<file path="config.mk">
export PLATFORM = sky130hd
export DESIGN_NAME = branch_pc_sequencer
export DESIGN_NICKNAME = d
export VERILOG_FILES = /design/src/rtl/branch_pc_sequencer.sv
export SDC_FILE = /design/constraint.sdc
export NUM_CORES = 1
export LEC_CHECK = 0
export ABC_AREA = 1
export CAP_MARGIN = 5
export CORE_ASPECT_RATIO = 1.2
export CORE_UTILIZATION = 48
export DETAILED_ROUTE_END_ITERATION = 6
export PLACE_DENSITY = 0.81
export SLEW_MARGIN = 40
export SYNTH_ARGS = -nofsm -noshare
export SYNTH_HDL_FRONTEND = slang
export SYNTH_SLANG_ARGS = --single-unit
</file>
<file path="constraint.sdc">
create_clock -name CLK -period 1.8 [get_ports CLK]
set_input_delay 0.45 -clock CLK [delete_from_list [all_inputs] [get_ports CLK]]
set_output_delay 0.45 -clock CLK [all_outputs]
set_load 0.02 [all_outputs]
</file>
<file path="src/rtl/branch_pc_sequencer.sv">
// Fetch-PC sequencer: resolves branches against live ALU flags, redirects fetch and
// kills the younger in-flight instructions after a taken branch.
module branch_pc_sequencer #(
    parameter int FLAGS_LENGTH = 8,
    parameter int PC_WIDTH     = 10,
    parameter int PC_START     = 0,
    parameter int FLUSH_DEPTH  = 3
) (
    input  logic                    CLK,
    input  logic                    RESET,
    input  logic                    ENABLE,
    input  logic                    START,
    input  logic                    HALT_REQ,
    input  logic [FLAGS_LENGTH-1:0] IM_FLAGS,
    input  logic [PC_WIDTH-1:0]     BADDR,
    input  logic [FLAGS_LENGTH-1:0] ALU_STATUS,
    output logic [PC_WIDTH-1:0]     PC,
    output logic                    IM_RD_EN,
    output logic                    FLUSH,
    output logic                    BRANCH_TAKEN,
    output logic                    BUSY,
    output logic                    DONE
);

    typedef enum logic [1:0] {
        S_IDLE  = 2'd0,
        S_RUN   = 2'd1,
        S_FLUSH = 2'd2,
        S_DONE  = 2'd3
    } state_t;

    localparam logic [PC_WIDTH-1:0] START_PC    = PC_WIDTH'(PC_START);
    localparam logic [3:0]          FLUSH_COUNT = 4'(FLUSH_DEPTH);

    state_t     state;
    logic [3:0] flush_cnt;
    logic       taken;

    assign taken = |(IM_FLAGS & ALU_STATUS);

    always_ff @(posedge CLK) begin
        if (RESET) begin
            state        <= S_IDLE;
            flush_cnt    <= 4'd0;
            PC           <= START_PC;
            IM_RD_EN     <= 1'b0;
            FLUSH        <= 1'b0;
            BRANCH_TAKEN <= 1'b0;
            BUSY         <= 1'b0;
            DONE         <= 1'b0;
        end else begin
            BRANCH_TAKEN <= 1'b0;
            case (state)
                S_IDLE: begin
                    if (START) begin
                        state    <= S_RUN;
                        PC       <= START_PC;
                        IM_RD_EN <= 1'b1;
                        BUSY     <= 1'b1;
                    end
                end
                S_RUN: begin
                    if (ENABLE) begin
                        if (taken) begin
                            state        <= S_FLUSH;
                            PC           <= BADDR;
                            BRANCH_TAKEN <= 1'b1;
                            FLUSH        <= 1'b1;
                            flush_cnt    <= FLUSH_COUNT;
                        end else if (HALT_REQ) begin
                            state    <= S_DONE;
                            IM_RD_EN <= 1'b0;
                            BUSY     <= 1'b0;
                            DONE     <= 1'b1;
                        end else begin
                            PC <= PC + 1'b1;
                        end
                    end
                end
                S_FLUSH: begin
                    // Flags and halts seen here belong to killed instructions.
                    if (ENABLE) begin
                        PC        <= PC + 1'b1;
                        flush_cnt <= flush_cnt - 1'b1;
                        if (flush_cnt == 4'd1) begin
                            FLUSH <= 1'b0;
                            state <= S_RUN;
                        end
                    end
                end
                S_DONE: begin
                    if (START) begin
                        state    <= S_RUN;
                        PC       <= START_PC;
                        IM_RD_EN <= 1'b1;
                        BUSY     <= 1'b1;
                        DONE     <= 1'b0;
                    end
                end
                default: state <= S_IDLE;
            endcase
        end
    end

endmodule

</file>
==> results.md, run 1 <==
Run status:
- The flow ran to the end, and the final reports show no timing, DRC or antenna violations.

Critical path:
- The worst-path cell with the longest stage delay is clkdlybuf4s50_1.
- The family of cells with the greatest summed delay on the critical path is buffers and inverters.
- The critical path data required time is 1.35 ns.
- The number of buffers and inverters on the critical path is 1.
- The worst setup path is launched from a flop.
- The largest incremental delay on the critical path is approximately 0.62 ns.
- The data arrival time at the worst-slack endpoint is 1.30 ns.
- The critical path endpoint category is an output pin.
- The path type of the worst setup path is reg -> out.
- The critical-path maximum fanout is 3.
- Traced cell by cell, the critical path runs through clkdlybuf4s50_1.

Clocking:
- After clock tree synthesis, the clock-pin slew on the worst setup and hold paths is 0.12 ns.
- The clock reaches the later pin of the worst-skew pair after 0.31 ns.
- The buffer cell driving the clock tree root is clkbuf_4.
- In this run the post-CTS setup repair buffer count came out at 0.
- The clock buffer count from CTS is 3.
- The H-tree depth reported by CTS is 1.
- TritonCTS built the clock tree.
- The clock passes through at most 2 buffers.
- For this design, the sink count on the clock tree is 20.

STA:
- Setup violations remaining at the end of the flow were counted as 0.
- The final max-slew violation count came to 0.
- The number of failing hold endpoints at the final stage is 0.
- The fmax is 570 MHz.
- At the pin with the least slew margin, the transition time is 0.360 ns.
- Setup repair after global routing left no endpoint under its margin.
- The final clock skew is ~0.012 ns.
- The final critical delay including setup and external delays is 1.75 ns.
- Of the available clock period, the critical path in the final layout requires a little over nine tenths.
- The relative slew slack is 75.8%.

Pwr:
- Dividing total power by cell area gives a power density of roughly 1400 mW/mm^2.
- The peak supply drop is 1.08 mV.
- The leakage power summed over all cells is 1.08 nW.
- The sum of internal, switching and leakage power is 2.98 mW.

Logic synthesis:
- During synthesis, Yosys emitted a total of 0 warnings.
- Synthesis instantiated 29 different standard cells from the library.
- After Yosys synthesis, full adders, half adders and majority gates account for 5.52% of the synthesized area.
- Of the total synthesized cell area, the portion taken by AND, OR, NAND and NOR gates is approximately 49%.
- Of the total synthesized cell area, the portion taken by XOR and XNOR cells is 2.21%.
- After synthesis, the share of cell area in mux cells is 0%.
- Sequential cells were found to cover 25.2% of the synthesized design area.
- Summing the areas of all compound-gate instances in the mapped netlist gives about 6.9% of the synthesized area.
- Synthesis inferred 20 register bits.
- The post-synthesis cell count is 262.
- The net count after synthesis is 300.
- The synthesized area per cell is 6.06 sq um.
- The main combinational cell family by area after synthesis is simple AND/OR/NAND/NOR gates.
- The mapped cell area is 0.00159 sq mm.

GRT:
- The number of global-route vias before repair was 1,586.
- The overall overflow remaining after global route is 0.
- The pin count of the biggest net entering global routing is 15.
- The total track usage is 23.9%.
- The initial antenna violation count is 0.
- The wire length of the first global-routing pass is between 6000 and 7000 um.

Routing:
- The via density per instance is around 4.8.
- The residual antenna-violating net count after detailed routing is 0.
- After detailed routing, the number of remaining DRC violations is 0.
- The final layout contains routed wiring with a total length of approximately 3700 um.
- The count of vias placed by the detailed router is roughly 1.7k.
- The final routed wire length divided by cell count is about 10 um.
- The pre-antenna-repair detailed-routing pass consisted of 4 iterations.
- The iteration-0 DRC count of the detailed router is 45.

Floorplan:
- between 40 and 50 I/O pins were placed.
- The chip height is roughly 65 um.
- For this configuration, the core starts out at a cell density of 51.0%.
- Measured along the x axis, the die boundary spans 54.5 um.
- The placeable core area is 0.00311 sq mm.
- The number of placement rows is 22.
- The area of the die is roughly 0.0035 sq mm.

Cells and area:
- 0 antenna diodes ended up in the layout.
- The final net count is 360.
- The fraction of layout cells with a size suffix above 1 is 15.6%.
- The number of filler instances in the final layout is 264.
- The non-filler instance count after layout is 357.
- The post-route cell area is between 0.002 and 0.0025 sq mm.
- The post-synthesis to final-layout area growth is 37.5%.

Placement:
- The number of placed instances with taps included is 353.
- The final HPWL from detailed placement is ~3000 um.
- The count of buffers added on input and output ports is 45.
- Summing all placed instances gives a cell area of 0.00215 sq mm.
- Routability-driven placement finished with a final weighted congestion of around 0.92.

Min path:
- The tightest min-delay check is of the reg -> reg type.

Flow run:
- The max-capacitance violation count is 0.
per-stage QoR:
step | setup TNS, ns | utilization, % | worst slack (ns) | hold slack, ns
floorplan | 0 | - | 0.293 | 0.464
global placement | -0.417 | 69.1 | -0.0482 | 0.452
detailed placement | -0.837 | 69.1 | -0.0863 | 0.452
CTS | 0 | 70.0 | 0.0120 | 0.474
global route | 0 | 70.1 | 0.00849 | 0.493
finish | 0 | 70.1 | 0.0466 | 0.469
worst paths after layout:
path              startpoint       end  slack, ns  depth (start not counted)
hold / removal          DONE      DONE       0.47                          2
setup / recovery        BUSY  IM_RD_EN       0.05                          1
setup reg to reg    state[1]     PC[6]       0.21                          9
hold reg to reg         DONE      DONE       0.47                          2
layer usage:
| metal | share of wire (%) | wire length (um) | global-route usage, % | vias to the layer above |
|---|---|---|---|---|
| met5 | 0 | 0 | 0 | - |
| met4 | 0.74 | 27 | 7.69 | 0 |
| met3 | 4.4 | 160 | 3.05 | 4 |
| met2 | 48 | 1760 | 41.2 | 39 |
| met1 | 47 | 1710 | 29.4 | 732 |
| li1 | - | - | - | 932 |
repair_timing:
| item | 4_1_cts | 5_1_grt |
|---|---|---|
| gates resized for setup | 7 | 2 |
| setup endpoints to repair | 7 | 2 |
| hold buffers | 0 | 0 |
cells in the mapped netlist, drive strengths merged:
cell	number	area, sq um
a21oi	10	53.8
buf	4	42.5
clkbuf	1	3.75
clkinv	1	5.00
dfxtp	20	400
ha	7	87.6
inv	33	124
nand2	89	377
nand3	26	130
nand4	5	37.5
nor2	48	210
nor3	1	5.00
nor4	1	6.26
o21ai	9	48.8
o21bai	1	7.51
or2	2	12.5
xor2	4	35.0
cell families after synthesis:
| family | after synthesis |
|---|---|
| AND/OR/NAND/NOR | 172 |
| buffers and inverters | 39 |
| AO/OA/AOI/OAI | 20 |
| flip-flops | 20 |
| adder cells (fa/ha/maj) | 7 |
| XOR/XNOR | 4 |
area by class of cell:
class / count / area (sq um) / area share (%)
Multi-Input combinational cell: 203 / 1010 / 46.4
Tap cell: 36 / 45.0 / 2.07
Clock buffer: 4 / 36.3 / 1.66
Sequential cell: 20 / 400 / 18.4
Timing Repair Buffer: 60 / 559 / 25.6
Inverter: 34 / 129 / 5.91
where the power goes:
group / total, mW / internal, mW / switching, mW / leakage [nW]
clock network: 0.270 / 0.123 / 0.146 / 0.0210
logic: 1.95 / 0.805 / 1.15 / 0.896
registers: 0.760 / 0.606 / 0.155 / 0.165
total: 2.98 / 1.53 / 1.45 / 1.08
cells in the final DEF (no fill, tap or decap), drive strengths merged, types with 4 or more instances in the layout:
cell type / n
buf: 15
nand4: 5
dlygate4sd2: 7
dfxtp: 20
nand3: 26
clkdlybuf4s50: 36
nor2: 48
inv: 33
nand2: 89
clkbuf: 4
xor2: 4
ha: 7
a21oi: 10
o21ai: 9
registers in the layout, summed over array words and instances (netlist names):
signal        count
BRANCH_TAKEN      1
BUSY              1
DONE              1
FLUSH             1
PC               10
flush_cnt         4
state             2
Note: power is estimated with default switching activity, not from simulation.
==> inputs of run 2 (changes only) <==
- PLACE_DENSITY: 0.81 -> 0.82
==> run 2 against run 1 <==
Net effect:
- global-route usage rose by 0.61 points
- hold slack improved by 0.0089 ns
- clock power rose by 41%
- final cell count fell by 0.28%
- count of clock-buffer cells in the layout fell by 1
- non-clock buffer count fell by 1
- sequential power rose by 1%
- first-iteration DRC count rose by 2.2%
- sequential share of layout area fell by 0.18 points
- clock skew fell by 0.0019 ns
- die area did not move
==> results.md, run 2 (same netlist as run 1, synthesis figures left out) <==
Clocking:
- The TritonCTS clock tree is done.
- The clock edge transition at the registers on the reported setup and hold paths is 0.13 ns.
- The number of buffers inserted for hold repair after clock tree synthesis is 0.
- The clock latency of the later-clocked register in the worst-skew pair is 0.31 ns.
- The clock sink count is 20.
- After clock tree synthesis, the setup repair step added 0 buffers.
- CTS placed an instance of clkbuf_4 at the clock tree root.
- The maximum buffer depth of the clock tree is 2.
- TritonCTS created 3 clock buffers.
- The H-tree depth reported by CTS is 1.

Cells and area:
- Ranked by flip-flop count, first place goes to PC.
- 0 antenna diodes ended up in the layout.
- The register with the most flip-flops in the layout has 10 of them.
- The fraction of layout cells with a size suffix above 1 is 15.3%.
- Leaving out fill and tap cells, the most frequent cells in the layout are nand2_1 (76), nor2_1 (40), clkdlybuf4s50_1 (36).
- Leaving out fill and tap cells, the most frequent cell in the layout is nand2_1.
- The post-synthesis to final-layout area growth is 38.8%.
- The final net count is between 300 and 400.
- The largest registers in the layout are PC (10), flush_cnt (4), state (2).

GRT:
- Global routing used 24.5% of the available tracks.
- The initial antenna violation count is 0.
- The first global-routing pass estimated 6600 um of wire.
- The number of global-route vias before repair is 1,687.
- After global routing the overflow that remains totals 0.
- The pin count of the biggest net entering global routing is 15.

Critical path:
- In this run the worst path has a maximum fanout of 3.
- The data arrival time at the worst-slack endpoint is ~1.3 ns.
- The slowest stage of the critical path belongs to the cell clkdlybuf4s50_1.
- In this design, the stage delay of the slowest critical-path cell is 0.61 ns.
- At the worst endpoint, the required time is about 1.4 ns.
- STA classifies the critical path startpoint as a flop.
- The sum of buffers and inverters on the critical path is 1.
- Grouping stages by cell kind, the critical path spends the most delay in buffers and inverters.
- The critical path endpoint category is an output pin.
- Walking the worst path, the cells encountered are clkdlybuf4s50_1.
- The path type of the worst setup path is reg -> out.

STA:
- The final critical delay including setup and external delays is between 1.5 and 2 ns.
- Derived from the worst setup path, the maximum achievable clock frequency is about 570 MHz.
- Adding up every negative setup slack in the final design gives 0 ns.
- The transition at the pin with the smallest max-transition slack is 0.353 ns.
- The worst hold-check slack is 0.478 ns.
- The final max-slew violation count is 0.
- The final period utilization is 97.1%.
- Headroom to the max-slew limit came out at roughly 76%.
- Setup repair after global routing left no endpoint under its margin.
- The number of failing hold endpoints at the final stage is 0.
- Setup violations remaining at the end of the flow were counted as 0.
- On the final layout, the worst clock skew is between 0.009 and 0.01 ns.

Flow run:
- Max-cap violations in this run came to 0.

Floorplan:
- For this configuration, the core starts out at a cell density of approximately half.
- The die covers between 0.003 and 0.004 sq mm.
- The count of pins on the block boundary is 46.
- The core region is 0.00311 sq mm.
- The horizontal extent of the die is 54.5 um.
- The number of placement rows is 22.
- The chip height is 65.0 um.

Run status:
- The flow ran to the end, and the final reports show no timing, DRC or antenna violations.

Routing:
- The residual antenna-violating net count after detailed routing is 0.
- The DRC violation count after routing is 0.
- For this run, the detailed router's first-pass iteration total came to 4.
- The final route contains approximately 1.8k vias.
- The final layout contains routed wiring with a total length of 3900 um.
- The first routing iteration left 46 violations.
- After detailed routing, the number of vias per cell comes to 4.94.
- The final routed wire length divided by cell count is 11.0 um.

Pwr:
- IR analysis of the VDD net gives a maximum drop of 1.07 mV.
- The net switching power figure is 1.50 mW.
- The internal power consumption is 1.67 mW.
- In this run, the clock network consumes between 10% and 20% of the power.
- The power density normalized to cell area is 1440 mW/mm^2.
- The analysis attributes to cell leakage a power of 1.09 nW.
- The fraction of power consumed by combinational cells is 63.8%.
- In this run switching power makes up 47.3% of total power.
- Sequential cells account for 24.2% of the total power.

Placement:
- Summed over all nets, the half-perimeter wirelength after detailed placement is 3020 um.
- The count of buffers inserted at the top-level ports is 45.
- The routability congestion estimate is about 0.87.

Min path:
- In this run the worst hold path is classified as reg -> reg.
-- run 2: cell types whose count changed in the layout (fill, tap and decap cells not counted), sizes merged --
cell    change
clkbuf      -1
buf         -1
bufinv      +1
-- run 2: final cells by class --
| class | instances | area, sq um |
|---|---|---|
| multi-input cells | 203 | 1010 |
| clock buffers | 3 | 22.5 |
| well taps | 36 | 45.0 |
| repair buffers | 59 | 564 |
| fillers | 281 | 908 |
| inverters | 34 | 129 |
| flip-flops and latches | 20 | 400 |
| clock inverters | 1 | 30.0 |
-- run 2: power groups by stage --
stage	Sequential [mW]	Combinational (mW)	Clock (mW)
floorplan	0.894	1.31	0
global placement	0.775	2.02	0
detailed placement	0.782	2.05	0
CTS	0.767	2.03	0.388
global route	0.791	2.25	0.400
finish	0.768	2.02	0.380
-- run 2: through the flow --
step,instance area (sq um),worst slack (ns),utilization [%],total power [mW],std cells
after global placement,2150,-0.0569,69.2,2.80,352
after CTS,2200,0.00528,70.6,3.18,356
after global routing,2200,0.00826,70.8,3.44,356
after floorplan,1590,0.293,-,2.20,262
after detailed placement,2150,-0.0904,69.2,2.84,352
final,2200,0.0529,70.8,3.17,356
-- run 2: repair_timing --
action                                  4_1_cts  5_1_grt
resized for setup                             7        2
hold endpoints to repair                      0        0
endpoints found under the setup margin        7        2
cloned                                        0        0
-- run 2: final timing paths --
path         startpoint    end  slack, ns  cells past startpoint
max               PC[9]  PC[9]       0.05                      1
max reg2reg    state[0]  PC[0]       0.18                      9
min reg2reg       FLUSH  FLUSH       0.48                      2
min               FLUSH  FLUSH       0.48                      2
-- run 2: metal layers --
| metal | vias to the layer above | track usage, % | part of all wire, % |
|---|---|---|---|
| met5 | - | 0 | 0 |
| met4 | 0 | 9.94 | 1.5 |
| met3 | 8 | 3.29 | 5.1 |
| met2 | 54 | 44.1 | 49 |
| met1 | 766 | 27.4 | 44 |
| li1 | 930 | - | - |
